`config.mk`:
```
export PLATFORM = sky130hd
export DESIGN_NAME = udma_sdio_cmd_seq
export DESIGN_NICKNAME = d
export VERILOG_FILES = /design/src/rtl/udma_sdio_pkg.sv /design/src/rtl/udma_sdio_cmd_seq.sv
export SDC_FILE = /design/constraint.sdc
export NUM_CORES = 1
export LEC_CHECK = 0
export CORE_MARGIN = 10
export CORE_UTILIZATION = 47
export CTS_CLUSTER_SIZE = 30
export DETAILED_ROUTE_END_ITERATION = 16
export GPL_TIMING_DRIVEN = 0
export HOLD_SLACK_MARGIN = 0.06
export PLACE_DENSITY_LB_ADDON = 0.1
export SYNTH_ARGS = -nofsm -noshare
export SYNTH_HDL_FRONTEND = slang
export SYNTH_SLANG_ARGS = --single-unit
export TNS_END_PERCENT = 1
```
`constraint.sdc`:
```
create_clock -name clk_i -period 6.64 [get_ports clk_i]
set_input_delay 1.66 -clock clk_i [delete_from_list [all_inputs] [get_ports clk_i]]
set_output_delay 1.66 -clock clk_i [all_outputs]
set_load 0.03 [all_outputs]
```
`src/rtl/udma_sdio_pkg.sv`:
```
// Shared definitions for the uDMA SDIO register file: word addresses, STATUS bits,
// DATA_SETUP field layout and the command-sequencer state encoding.
package udma_sdio_pkg;

    localparam logic [4:0] REG_CMD_OP     = 5'h08;
    localparam logic [4:0] REG_CMD_ARG    = 5'h09;
    localparam logic [4:0] REG_DATA_SETUP = 5'h0A;
    localparam logic [4:0] REG_START      = 5'h0B;
    localparam logic [4:0] REG_RSP0       = 5'h0C;
    localparam logic [4:0] REG_RSP1       = 5'h0D;
    localparam logic [4:0] REG_RSP2       = 5'h0E;
    localparam logic [4:0] REG_RSP3       = 5'h0F;
    localparam logic [4:0] REG_STATUS     = 5'h11;

    localparam int STATUS_EOT_BIT  = 0;
    localparam int STATUS_ERR_BIT  = 1;
    localparam int STATUS_INFO_LSB = 16;

    // Writing ones to eot/err in STATUS clears them
    localparam logic [31:0] STATUS_CLR_MASK = 32'h0000_0003;
    localparam logic [31:0] START_CMD       = 32'h0000_0001;

    localparam int SETUP_EN_BIT      = 0;
    localparam int SETUP_RWN_BIT     = 1;
    localparam int SETUP_QUAD_BIT    = 2;
    localparam int SETUP_BLKNUM_LSB  = 8;
    localparam int SETUP_BLKSIZE_LSB = 16;

    typedef enum logic [3:0] {
        SEQ_IDLE,
        SEQ_WR_OP,
        SEQ_WR_ARG,
        SEQ_WR_SETUP,
        SEQ_WR_START,
        SEQ_POLL,
        SEQ_GAP,
        SEQ_RD_RSP,
        SEQ_CLR,
        SEQ_DONE
    } seq_state_e;

    function automatic logic [25:0] setup_image(
        input logic       en,
        input logic       rwn,
        input logic       quad,
        input logic [7:0] blk_num,
        input logic [9:0] blk_size
    );
        logic [25:0] img;
        img                              = '0;
        img[SETUP_EN_BIT]                = en;
        img[SETUP_RWN_BIT]               = rwn;
        img[SETUP_QUAD_BIT]              = quad;
        img[SETUP_BLKNUM_LSB +: 8]       = blk_num;
        img[SETUP_BLKSIZE_LSB +: 10]     = blk_size;
        return img;
    endfunction

endpackage

```
`src/rtl/udma_sdio_cmd_seq.sv`:
```
// Cfg-bus initiator that runs one SD command through the uDMA SDIO register file.
// UDMA_SDIO_SEQ_RSP_READ_EN: when defined, RSP0..RSP3 are read back after completion.
module udma_sdio_cmd_seq
    import udma_sdio_pkg::*;
#(
    parameter int POLL_GAP  = 8,
    parameter int TIMEOUT_W = 16
) (
    input  logic         clk_i,
    input  logic         rstn_i,
    input  logic         req_valid_i,
    output logic         req_ready_o,
    input  logic [5:0]   req_op_i,
    input  logic [31:0]  req_arg_i,
    input  logic [2:0]   req_rsp_type_i,
    input  logic [25:0]  req_data_i,
    output logic         rsp_valid_o,
    input  logic         rsp_ready_i,
    output logic [127:0] rsp_data_o,
    output logic [15:0]  rsp_status_o,
    output logic         rsp_err_o,
    output logic         rsp_timeout_o,
    output logic [4:0]   cfg_addr_o,
    output logic [31:0]  cfg_data_o,
    output logic         cfg_valid_o,
    output logic         cfg_rwn_o,
    input  logic [31:0]  cfg_data_i,
    input  logic         cfg_ready_i
);

    localparam int GAP_W    = (POLL_GAP > 1) ? $clog2(POLL_GAP) : 1;
    localparam int GAP_LAST = (POLL_GAP > 0) ? POLL_GAP - 1 : 0;
    localparam logic [TIMEOUT_W-1:0] POLL_MAX = {TIMEOUT_W{1'b1}};

    seq_state_e           state_reg, state_next;
    logic [5:0]           op_reg, op_next;
    logic [31:0]          arg_reg, arg_next;
    logic [2:0]           rsp_type_reg, rsp_type_next;
    logic [25:0]          setup_reg, setup_next;
    logic [TIMEOUT_W-1:0] poll_cnt_reg, poll_cnt_next;
    logic [GAP_W-1:0]     gap_cnt_reg, gap_cnt_next;
    logic [15:0]          status_reg, status_next;
    logic                 err_reg, err_next;
    logic                 timeout_reg, timeout_next;
    logic                 cfg_valid_reg, cfg_valid_next;
    logic [4:0]           cfg_addr_reg, cfg_addr_next;
    logic [31:0]          cfg_data_reg, cfg_data_next;
    logic                 cfg_rwn_reg, cfg_rwn_next;
    logic                 beat_done;
    logic                 poll_hit;
    logic                 unused_status_bits;
`ifdef UDMA_SDIO_SEQ_RSP_READ_EN
    logic [1:0]           rsp_idx_reg, rsp_idx_next;
    logic [127:0]         rsp_data_reg, rsp_data_next;
`endif

    assign beat_done          = cfg_valid_reg & cfg_ready_i;
    assign poll_hit           = cfg_data_i[STATUS_EOT_BIT] | cfg_data_i[STATUS_ERR_BIT];
    assign unused_status_bits = ^cfg_data_i[15:2];

    always_ff @(posedge clk_i or negedge rstn_i) begin
        if (!rstn_i) begin
            state_reg     <= SEQ_IDLE;
            op_reg        <= '0;
            arg_reg       <= '0;
            rsp_type_reg  <= '0;
            setup_reg     <= '0;
            poll_cnt_reg  <= '0;
            gap_cnt_reg   <= '0;
            status_reg    <= '0;
            err_reg       <= 1'b0;
            timeout_reg   <= 1'b0;
            cfg_valid_reg <= 1'b0;
            cfg_addr_reg  <= '0;
            cfg_data_reg  <= '0;
            cfg_rwn_reg   <= 1'b0;
`ifdef UDMA_SDIO_SEQ_RSP_READ_EN
            rsp_idx_reg   <= '0;
            rsp_data_reg  <= '0;
`endif
        end else begin
            state_reg     <= state_next;
            op_reg        <= op_next;
            arg_reg       <= arg_next;
            rsp_type_reg  <= rsp_type_next;
            setup_reg     <= setup_next;
            poll_cnt_reg  <= poll_cnt_next;
            gap_cnt_reg   <= gap_cnt_next;
            status_reg    <= status_next;
            err_reg       <= err_next;
            timeout_reg   <= timeout_next;
            cfg_valid_reg <= cfg_valid_next;
            cfg_addr_reg  <= cfg_addr_next;
            cfg_data_reg  <= cfg_data_next;
            cfg_rwn_reg   <= cfg_rwn_next;
`ifdef UDMA_SDIO_SEQ_RSP_READ_EN
            rsp_idx_reg   <= rsp_idx_next;
            rsp_data_reg  <= rsp_data_next;
`endif
        end
    end

    always_comb begin
        state_next    = state_reg;
        op_next       = op_reg;
        arg_next      = arg_reg;
        rsp_type_next = rsp_type_reg;
        setup_next    = setup_reg;
        poll_cnt_next = poll_cnt_reg;
        gap_cnt_next  = gap_cnt_reg;
        status_next   = status_reg;
        err_next      = err_reg;
        timeout_next  = timeout_reg;
`ifdef UDMA_SDIO_SEQ_RSP_READ_EN
        rsp_idx_next  = rsp_idx_reg;
        rsp_data_next = rsp_data_reg;
`endif
        case (state_reg)
            SEQ_IDLE: begin
                if (req_valid_i) begin
                    op_next       = req_op_i;
                    arg_next      = req_arg_i;
                    rsp_type_next = req_rsp_type_i;
                    setup_next    = req_data_i;
                    poll_cnt_next = '0;
                    gap_cnt_next  = '0;
                    status_next   = '0;
                    err_next      = 1'b0;
                    timeout_next  = 1'b0;
`ifdef UDMA_SDIO_SEQ_RSP_READ_EN
                    rsp_idx_next  = '0;
                    rsp_data_next = '0;
`endif
                    state_next    = SEQ_WR_OP;
                end
            end
            SEQ_WR_OP:    if (beat_done) state_next = SEQ_WR_ARG;
            SEQ_WR_ARG:   if (beat_done) state_next = SEQ_WR_SETUP;
            SEQ_WR_SETUP: if (beat_done) state_next = SEQ_WR_START;
            SEQ_WR_START: if (beat_done) state_next = SEQ_POLL;
            SEQ_POLL: begin
                if (beat_done) begin
                    if (poll_hit) begin
                        status_next = cfg_data_i[STATUS_INFO_LSB +: 16];
                        err_next    = cfg_data_i[STATUS_ERR_BIT];
`ifdef UDMA_SDIO_SEQ_RSP_READ_EN
                        rsp_idx_next = '0;
                        state_next   = SEQ_RD_RSP;
`else
                        state_next   = SEQ_CLR;
`endif
                    end else if (poll_cnt_reg == POLL_MAX - 1'b1) begin
                        // This miss exhausts the poll budget
                        poll_cnt_next = POLL_MAX;
                        timeout_next  = 1'b1;
                        state_next    = SEQ_CLR;
                    end else begin
                        poll_cnt_next = poll_cnt_reg + 1'b1;
                        gap_cnt_next  = '0;
                        state_next    = (POLL_GAP == 0) ? SEQ_POLL : SEQ_GAP;
                    end
                end
            end
            SEQ_GAP: begin
                if (gap_cnt_reg == GAP_W'(GAP_LAST)) begin
                    state_next = SEQ_POLL;
                end else begin
                    gap_cnt_next = gap_cnt_reg + 1'b1;
                end
            end
`ifdef UDMA_SDIO_SEQ_RSP_READ_EN
            SEQ_RD_RSP: begin
                if (beat_done) begin
                    rsp_data_next[32*rsp_idx_reg +: 32] = cfg_data_i;
                    if (rsp_idx_reg == 2'd3) begin
                        state_next = SEQ_CLR;
                    end else begin
                        rsp_idx_next = rsp_idx_reg + 2'd1;
                    end
                end
            end
`endif
            SEQ_CLR:  if (beat_done) state_next = SEQ_DONE;
            SEQ_DONE: if (rsp_ready_i) state_next = SEQ_IDLE;
            default:  state_next = SEQ_IDLE;
        endcase
    end

    // The beat for the state being entered is registered now, so the bus never
    // idles between beats and holds steady while the state waits for ready.
    always_comb begin
        cfg_valid_next = 1'b0;
        cfg_addr_next  = '0;
        cfg_data_next  = '0;
        cfg_rwn_next   = 1'b0;
        case (state_next)
            SEQ_WR_OP: begin
                cfg_valid_next = 1'b1;
                cfg_addr_next  = REG_CMD_OP;
                cfg_data_next  = {18'h0, op_next, 5'h0, rsp_type_next};
            end
            SEQ_WR_ARG: begin
                cfg_valid_next = 1'b1;
                cfg_addr_next  = REG_CMD_ARG;
                cfg_data_next  = arg_next;
            end
            SEQ_WR_SETUP: begin
                cfg_valid_next = 1'b1;
                cfg_addr_next  = REG_DATA_SETUP;
                cfg_data_next  = {6'h0, setup_next};
            end
            SEQ_WR_START: begin
                cfg_valid_next = 1'b1;
                cfg_addr_next  = REG_START;
                cfg_data_next  = START_CMD;
            end
            SEQ_POLL: begin
                cfg_valid_next = 1'b1;
                cfg_addr_next  = REG_STATUS;
                cfg_rwn_next   = 1'b1;
            end
`ifdef UDMA_SDIO_SEQ_RSP_READ_EN
            SEQ_RD_RSP: begin
                cfg_valid_next = 1'b1;
                cfg_rwn_next   = 1'b1;
                case (rsp_idx_next)
                    2'd0:    cfg_addr_next = REG_RSP0;
                    2'd1:    cfg_addr_next = REG_RSP1;
                    2'd2:    cfg_addr_next = REG_RSP2;
                    default: cfg_addr_next = REG_RSP3;
                endcase
            end
`endif
            SEQ_CLR: begin
                cfg_valid_next = 1'b1;
                cfg_addr_next  = REG_STATUS;
                cfg_data_next  = STATUS_CLR_MASK;
            end
            default: ;
        endcase
    end

    assign req_ready_o   = (state_reg == SEQ_IDLE);
    assign rsp_valid_o   = (state_reg == SEQ_DONE);
    assign rsp_status_o  = status_reg;
    assign rsp_err_o     = err_reg;
    assign rsp_timeout_o = timeout_reg;
    assign cfg_valid_o   = cfg_valid_reg;
    assign cfg_addr_o    = cfg_addr_reg;
    assign cfg_data_o    = cfg_data_reg;
    assign cfg_rwn_o     = cfg_rwn_reg;
`ifdef UDMA_SDIO_SEQ_RSP_READ_EN
    assign rsp_data_o    = rsp_data_reg;
`else
    assign rsp_data_o    = '0;
`endif

endmodule

```
* After elaboration in Yosys (flattened, before gate mapping)
Cells that the tools add are included.
** Storage, ports and cells
- Bits in registers :: 147
- Input port bits :: 104
- Output and inout bits :: 187
** Cells by class
- Add/subtract/negate cells :: 2
- Equal/unequal tests :: 23
- Bitwise operators :: 2
- Reduce and logical (&&, ||, !) cells :: 9
- Multiplexer cells :: 46
** Operator list (number)
- $pmux W32 S5 :: 1
- $mux W16 :: 6
- $mux W32 :: 2
- $pmux W16 S2 :: 2
- $mux W26 :: 2
- $mux W4 :: 11
- $pmux W4 S9 :: 1
- $pmux W5 S5 :: 1
- $mux W3 :: 7
- $eq A4 B3 Y1 const B :: 5
- $add A16 B1 Y16 const B :: 1
- $eq A16 B16 Y1 const B :: 1
- $eq A4 B2 Y1 const B :: 4
- $ne A2 B2 Y1 const B :: 7
- $eq A4 B4 Y1 const B :: 3
- $mux W6 :: 2
- $pmux W3 S3 :: 1
- $eq A4 B1 Y1 const B :: 2
- $mux W1 :: 8
- $reduce_and A4 Y1 :: 2
- $reduce_and A6 Y1 :: 1
- $reduce_or A6 Y1 :: 1
- $reduce_and A5 Y1 :: 1
- $logic_not A4 Y1 :: 1
- other kinds (8) :: 9

* Longest topological paths before layout
Gate-level depths: netlist of the first run.
- Depth in word-level cells :: 8
- Gate-level depth with buffers :: 10
- Depth with buffers taken out :: 9

* Least setup slack after synthesis of the first run
Ideal clock, no wire load.
- Path kind :: flip-flop to output port
- Start :: register state_reg[0]
- End :: output rsp_valid_o
- Required time :: 4.980 ns
- Slack :: 3.291 ns
- Cell stages (with the launch flop) :: 4
- Arrival time :: 1.689 ns
- Cell sequence :: dfrtp_1 > buf_2 > inv_1 > nor4b_1
** Between the ends
- Longest elaborated chain between the ends :: 1
** RTL lines
- start, declared :: RTL line udma_sdio_cmd_seq.sv:35 : seq_state_e state_reg, state_next;
- start signal, assigned :: RTL line udma_sdio_cmd_seq.sv:82 : state_reg <= state_next;
- $eq A4 B4 Y1 :: RTL line udma_sdio_cmd_seq.sv:244 : assign rsp_valid_o = (state_reg == SEQ_DONE);
- end, declared :: RTL line udma_sdio_cmd_seq.sv:17 : output logic rsp_valid_o,
No other way between the ends.

* Worst setup path after layout of the first run
- Start :: input req_valid_i
- End :: register cfg_data_reg[11] (netlist: cfg_data_o[11])
** Between the ends
- Longest elaborated chain between the ends :: 4
- Elaborated cells between the ends (all ways) :: 14
** RTL lines
- start, declared :: RTL line udma_sdio_cmd_seq.sv:11 : input logic req_valid_i,
- $mux W4 :: RTL line udma_sdio_cmd_seq.sv:120 : if (req_valid_i) begin
- $pmux W4 S9 :: RTL line udma_sdio_cmd_seq.sv:118 : case (state_reg)
- $eq A4 B4 Y1, or another cell as far along :: RTL line udma_sdio_cmd_seq.sv:196 : case (state_next)
- $pmux W32 S5 (*) :: RTL line udma_sdio_cmd_seq.sv:196
- named net cfg_data_next[11] :: RTL line udma_sdio_cmd_seq.sv:47 : logic [31:0] cfg_data_reg, cfg_data_next;
- end signal, assigned :: RTL line udma_sdio_cmd_seq.sv:94 : cfg_data_reg <= cfg_data_next;
- end, declared :: RTL line udma_sdio_cmd_seq.sv:47
Mark *: on every way through the listed nets, which the timed path passes. The rest lies on a longest branch.
A chain may end at the register's enable or synchronous reset.

==> impl_metrics.json, run 1 <==
{
  "die_span_in_y_um": 143,
  "netlist_area_mm2": 0.007111,
  "final_util": 0.6755,
  "clockBufferDepth": 2,
  "clk_root_buffer_cell": "sky130_fd_sc_hd__clkbuf_16",
  "cts_made_buffers": 17,
  "ctsHtreeMaxLevel": 4,
  "holdCritStartpoint": "arg_reg[15]",
  "number_of_vias_in_the_routed_layout": 5798,
  "peak_supply_drop_uv": 292.0,
  "nets": 1164,
  "clkSinkCount": 146,
  "worstHoldPathType": "reg2reg",
  "postCtsSetupRepairBufs": 0,
  "grt-ovfl-total": 0,
  "top_level_ports": 291,
  "worstPathArrival_ns": 4.17,
  "total_leakage_power_nw": 5.024,
  "worstPathRequired_ns": 6.95,
  "layout-drive-gt1-share": 0.1815,
  "cpLargestDelayFamily": "buffers and inverters",
  "avgRoutedWirePerCell_um": 15.92,
  "finalSetupViolCount": 0,
  "worst_setup_path_end_kind": "flop",
  "routability_driven_placement_congestion_ratio": 0.8404,
  "yosysWarningCount": 0,
  "clock_tree_from_tritoncts": "done",
  "final_period_demand_of_the_worst_path_ns": 3.866,
  "ys_types": 55,
  "die_x_um": 143,
  "critPathKind": "in2reg",
  "timing.max_slew.rel_slack": 0.4888,
  "antenna_violating_nets_post_route": 0,
  "post_synthesis_average_cell_area_um2": 9.331,
  "synth_top_area_share": 0.5138,
  "worst_path_largest_cell_delay_ns": 0.53,
  "crit-reg2reg-launch": "gap_cnt_reg[0]",
  "placement.setup.worst_slack_ns": 2.375,
  "avgViaCountPerCell": 4.627,
  "hold_slack_ns": 0.4726,
  "run_status": "complete, no violations",
  "final_cell_mix": "sky130_fd_sc_hd__nand2_1, sky130_fd_sc_hd__dfrtp_1, sky130_fd_sc_hd__clkdlybuf4s50_1, sky130_fd_sc_hd__buf_4, sky130_fd_sc_hd__conb_1",
  "port-buffer-count": 146,
  "final.setup_skew_ns": 0.01035,
  "layout.cells.most_common": "sky130_fd_sc_hd__nand2_1",
  "core_ar_mm2": 0.01470,
  "slew_viol_final": 0,
  "groute.usage.overall": 0.1909,
  "max-cap-violations": 0,
  "total_negative_slack_for_setup_checks_ns": 0,
  "critical_path_buf_inv_count": 3,
  "finalHoldViolCount": 0,
  "setup_ws_ns": 2.774,
  "post_synth_inst_count": 762,
  "synthFlopType": "sky130_fd_sc_hd__dfrtp_1",
  "achievable-frequency_mhz": 258.7,
  "dpl-instance-area_mm2": 0.009311,
  "cellPowerDensity_mw_per_mm2": 412.9,
  "hpwl_mm": 15.01,
  "post_synth_main_area_contributors": "sky130_fd_sc_hd__dfrtp_1, sky130_fd_sc_hd__buf_4, sky130_fd_sc_hd__nand2_1, sky130_fd_sc_hd__a21oi_1, sky130_fd_sc_hd__o21ai_0",
  "timing.critical_path.cells": "clkdlybuf4s50_1, or3b_1, a311oi_1, a21oi_2, clkbuf_1, buf_1, a32oi_1, nand2_1",
  "number_of_iterations_in_the_first_detailed_routing_pass": 5,
  "sequential_area_share_after_synthesis": 0.5138,
  "tightestPinTransition_ns": 0.7639,
  "finalInstanceArea_mm2": 0.009930,
  "global_route_wire_length_before_repair_mm": 30.73,
  "grt_antenna_before_repair": 3,
  "antennaDiodeCount": 0,
  "ctsResizeCount": 0,
  "initial_utilization": 0.4837,
  "post-route-period-util": 0.5822,
  "synth_edf_count": 0,
  "clk-insertion-delay-late_ns": 0.43,
  "async_reset_ff_frac": 1.000,
  "met1_routed_wirelength_after_detailed_routing_mm": 8.172,
  "rsz0062_at_grt": "no",
  "dr_drc_count": 0,
  "hold_fix_buffers_at_cts": 0,
  "die_area_mm2": 0.02045,
  "detailroute.wirelength.met3_mm": 1.950,
  "row_count": 44,
  "routed_wirelength_mm": 19.94,
  "hold-path-cell-count": 2,
  "grt_max_degree": 89,
  "worst_setup_path_start_kind": "primary input",
  "crit_slowest_cell": "sky130_fd_sc_hd__clkdlybuf4s50_1",
  "worstRegToRegCells": 9,
  "met2RoutedLength_mm": 9.651,
  "route.top_layer_used": "met5",
  "critical_path.max_fanout": 10,
  "path_depth": 8,
  "crit_start": "req_valid_i",
  "drt-initial-drc-count": 390,
  "area_growth_pct": 39.64,
  "cts.reportedPaths.clkPinSlew_ns": 0.06,
  "synth_top_area_cell": "sky130_fd_sc_hd__dfrtp_1",
  "via_count_of_the_first_global_routing_pass": 5789,
  "synth-seq-cells": 146
}
## area by class of cell
cell class,instances,area (µm²)
plain buffers,165,1127
clock buffers,18,439.2
flip-flops and latches,146,3654
repair buffers,147,1490
fillers,1213,4770
clock inverters,14,178.9
well taps,184,230.2
inverters,7,26.28
multi-input cells,572,2784
## worst register-to-register path, stage by stage, from the launching register on
cell and delay (ns):
sky130_fd_sc_hd__dfrtp_1 0.38, sky130_fd_sc_hd__ha_1 0.21, sky130_fd_sc_hd__ha_1 0.20, sky130_fd_sc_hd__nor2b_1 0.19, sky130_fd_sc_hd__o21ai_0 0.24, sky130_fd_sc_hd__a21oi_2 0.42
sky130_fd_sc_hd__clkbuf_1 0.46, sky130_fd_sc_hd__buf_1 0.46, sky130_fd_sc_hd__o21ai_0 0.17, sky130_fd_sc_hd__nand2_1 0.14
## path summary, 6_finish.rpt
kind	end	slack, ns
setup / recovery	cfg_data_o[11]	2.77
hold / removal	arg_reg[15]	0.47
setup reg to reg	cfg_addr_o[0]	3.70
hold reg to reg	arg_reg[15]	0.47
max in group asynchronous	arg_reg[20]	4.63
min in group asynchronous	gap_cnt_reg[0]	1.20
## synthesized netlist by cell type (all sizes together) (2+ instances only)
| library cell | n |
|---|---|
| nand2 | 253 |
| nand3b | 2 |
| o211ai | 2 |
| buf | 146 |
| or3 | 2 |
| mux2 | 4 |
| nand4b | 3 |
| and2 | 3 |
| a31o | 2 |
| nor4 | 4 |
| and3 | 4 |
| a311oi | 6 |
| o21ai | 28 |
| ha | 4 |
| o221a | 3 |
| clkbuf | 19 |
| nor2 | 21 |
| a22oi | 3 |
| nor2b | 2 |
| dfrtp | 146 |
| inv | 7 |
| a21oi | 29 |
| nand3 | 10 |
| nand4 | 5 |
| a32oi | 3 |
| a22o | 13 |
| nor3 | 5 |
| a32o | 10 |
| a211oi | 7 |
## logic make-up (layout without fill, tap and decap cells)
group                    Yosys count  count (layout)  share of synthesized area
AND/OR/NAND/NOR                  319             319                     0.1930
buffers and inverters            172             351                     0.1622
adder cells (fa/ha/maj)            4               4                   0.007039
other                              1             129                  0.0005274
flip-flops                       146             146                     0.5138
AO/OA/AOI/OAI                    116             116                     0.1170
multiplexers                       4               4                   0.006334
## through the flow
step	total power [W]	instances
global placement	0.003093	1220
finish	0.004100	1253
floorplan	0.002507	890
global route	0.004353	1253
CTS	0.004129	1253
detailed placement	0.003119	1221
## where the power goes
part	internal (W)	switching (W)	total, W	leakage [nW]
logic	0.000655	0.00113	0.00178	2.84
clock network	0.000605	0.000392	0.000997	0.282
registers	0.00121	0.000106	0.00132	1.90
## routing by layer
metal | track usage | vias up
li1 | - | 2871
met1 | 0.2261 | 2690
met2 | 0.3104 | 219
met3 | 0.08425 | 16
met4 | 0.04995 | 2
met5 | 0 | -
Power figures use the tool's default switching activity.
==> run 2: changes to the inputs <==
--- a/config.mk
+++ b/config.mk
@@ -6,7 +6,7 @@
 export NUM_CORES = 1
 export LEC_CHECK = 0
 export CORE_MARGIN = 10
-export CORE_UTILIZATION = 47
+export CORE_UTILIZATION = 44
 export CTS_CLUSTER_SIZE = 30
 export DETAILED_ROUTE_END_ITERATION = 16
 export GPL_TIMING_DRIVEN = 0
==> constraint.sdc (replaced) <==
create_clock -name clk_i -period 3.7 [get_ports clk_i]
set_input_delay 0.925 -clock clk_i [delete_from_list [all_inputs] [get_ports clk_i]]
set_output_delay 0.925 -clock clk_i [all_outputs]
set_load 0.03 [all_outputs]
==> run 2 against run 1 <==
Net effect:
- setup slack got worse by 2.2 ns
- sequential share of layout area fell by 0.056 points
- via count fell by 2.2%
- cell area rose by 0.15%
==> impl_metrics.json, run 2 (synthesis results as in run 1) <==
{
  "post-route-period-util": 0.8539,
  "hold-path-cell-count": 2,
  "layout-drive-gt1-share": 0.1805,
  "drt-initial-drc-count": 388,
  "number_of_iterations_in_the_first_detailed_routing_pass": 4,
  "ctsResizeCount": 0,
  "routability_driven_placement_congestion_ratio": 0.8386,
  "initial_utilization": 0.4476,
  "crit_slowest_cell": "sky130_fd_sc_hd__clkdlybuf4s50_1",
  "grt_max_degree": 85,
  "clockBufferDepth": 2,
  "final_cell_mix": "sky130_fd_sc_hd__nand2_1, sky130_fd_sc_hd__dfrtp_1, sky130_fd_sc_hd__clkdlybuf4s50_1, sky130_fd_sc_hd__buf_4, sky130_fd_sc_hd__conb_1",
  "dpl-instance-area_mm2": 0.009351,
  "rsz0062_at_grt": "no",
  "die_area_mm2": 0.02165,
  "die_span_in_y_um": 147.1,
  "global_route_wire_length_before_repair_mm": 31.26,
  "finalSetupViolCount": 0,
  "sw_frac_of_total": 0.3931,
  "worstPathArrival_ns": 3.45,
  "layout.cells.most_common": "sky130_fd_sc_hd__nand2_1",
  "timing.critical_path.cells": "clkdlybuf4s50_1, or3b_1, a311oi_1, a21oi_2, clkbuf_1, buf_1, a32oi_1, nand2_1",
  "pwr-share-clk": 0.233,
  "tightestPinTransition_ns": 0.7626,
  "top_level_ports": 291,
  "peak_supply_drop_uv": 479.8,
  "dr_drc_count": 0,
  "holdCritStartpoint": "arg_reg[31]",
  "power_frac_seq": 0.325,
  "netSwitchingPower_w": 0.002859,
  "max-cap-violations": 0,
  "ctsHtreeMaxLevel": 4,
  "hold_slack_ns": 0.4673,
  "final_period_demand_of_the_worst_path_ns": 3.159,
  "run_status": "complete, no violations",
  "avgRoutedWirePerCell_um": 15.35,
  "antenna_violating_nets_post_route": 0,
  "hpwl_mm": 14.97,
  "groute.usage.overall": 0.1794,
  "finalInstanceArea_mm2": 0.009945,
  "worstPathRequired_ns": 3.99,
  "slew_viol_final": 0,
  "clk-insertion-delay-late_ns": 0.41,
  "cpLargestDelayFamily": "buffers and inverters",
  "cts_made_buffers": 17,
  "timing.max_slew.rel_slack": 0.4897,
  "area_growth_pct": 39.86,
  "cellPowerDensity_mw_per_mm2": 731.3,
  "port-buffer-count": 146,
  "worst_setup_path_start_kind": "primary input",
  "grt_antenna_before_repair": 2,
  "core_ar_mm2": 0.01589,
  "avgViaCountPerCell": 4.411,
  "total_negative_slack_for_setup_checks_ns": 0,
  "crit_start": "req_valid_i",
  "finish.cell_count_without_fillers": 1286,
  "critPathKind": "in2reg",
  "worstRegToRegCells": 8,
  "nets": 1164,
  "r2r_setup_slack_ns": 0.70,
  "row_count": 46,
  "clock_tree_from_tritoncts": "done",
  "power.internal_w": 0.004414,
  "worstHoldPathType": "reg2reg",
  "regToRegEndpoint": "cfg_addr_o[4]",
  "number_of_vias_in_the_routed_layout": 5673,
  "total_leakage_power_nw": 5.037,
  "die_x_um": 147.1,
  "grt-ovfl-total": 0,
  "finalHoldViolCount": 0,
  "clk_root_buffer_cell": "sky130_fd_sc_hd__clkbuf_16",
  "min_delay_worst_endpoint": "arg_reg[31]",
  "worst_setup_path_end_kind": "flop",
  "post-place-cells": 1253,
  "worst_path_largest_cell_delay_ns": 0.53,
  "hold_fix_buffers_at_cts": 0,
  "clkSinkCount": 146,
  "achievable-frequency_mhz": 316.5,
  "critical_path_buf_inv_count": 3,
  "crit-reg2reg-launch": "gap_cnt_reg[0]",
  "postCtsSetupRepairBufs": 0,
  "cts.reportedPaths.clkPinSlew_ns": 0.06,
  "via_count_of_the_first_global_routing_pass": 5674,
  "routed_wirelength_mm": 19.75,
  "total_power_w": 0.007272,
  "critical_path.max_fanout": 10,
  "final.setup_skew_ns": 0.006731,
  "combPwrFrac": 0.442
}
## run 2: how the worst max path moves through the flow
stage | end | slack (ns) | cells past startpoint
floorplan | cfg_data_o[10] | 0.90 | 9
global placement | cfg_data_o[22] | -4.26 | 1
detailed placement | cfg_data_o[10] | 0.10 | 8
CTS | cfg_data_o[10] | 0.54 | 8
global route | cfg_data_o[10] | 0.39 | 8
finish | cfg_data_o[10] | 0.54 | 8
## run 2: per-stage QoR
stage               utilization  setup WS (ns)
floorplan                     -         0.9028
global placement         0.5869         -4.263
detailed placement       0.5887         0.1032
CTS                      0.6259         0.5427
global route             0.6259         0.3858
finish                   0.6260         0.5407
## run 2: power groups by stage
stage | sequential, W | combinational, W | clock [W]
after floorplan | 0.00277 | 0.00173 | 0
after global placement | 0.00238 | 0.00319 | 0
after detailed placement | 0.00239 | 0.00322 | 0
after CTS | 0.00237 | 0.00323 | 0.00173
after global routing | 0.00243 | 0.00352 | 0.00180
final | 0.00236 | 0.00321 | 0.00169
## run 2: layer usage
metal	vias to the layer above	share of wire	global-route usage
li1	2870	-	-
met1	2639	0.41	0.2129
met2	159	0.50	0.2960
met3	5	0.088	0.08139
met4	0	0.0031	0.03122
met5	-	0	0
## run 2: layout make-up
cell class                      count  area [µm²]
Sequential cell                   146        3654
Tap cell                          216       270.3
Timing Repair Buffer              147        1490
Multi-Input combinational cell    572        2784
Antenna cell                        1       2.502
Clock inverter                     10       106.4
Inverter                            7       26.28
Buffer                            165        1127
Clock buffer                       22       484.2
Fill cell                        1383        5941
## run 2: worst reg2reg max path, delay by kind of cell, from the launching register on
family | cells | cell delay (ns)
buffers and inverters | 2 | 0.94
and+or+nand+nor | 1 | 0.21
adders and majority gates | 2 | 0.42
AOI/OAI and AO/OA | 3 | 0.89
DFF | 1 | 0.38
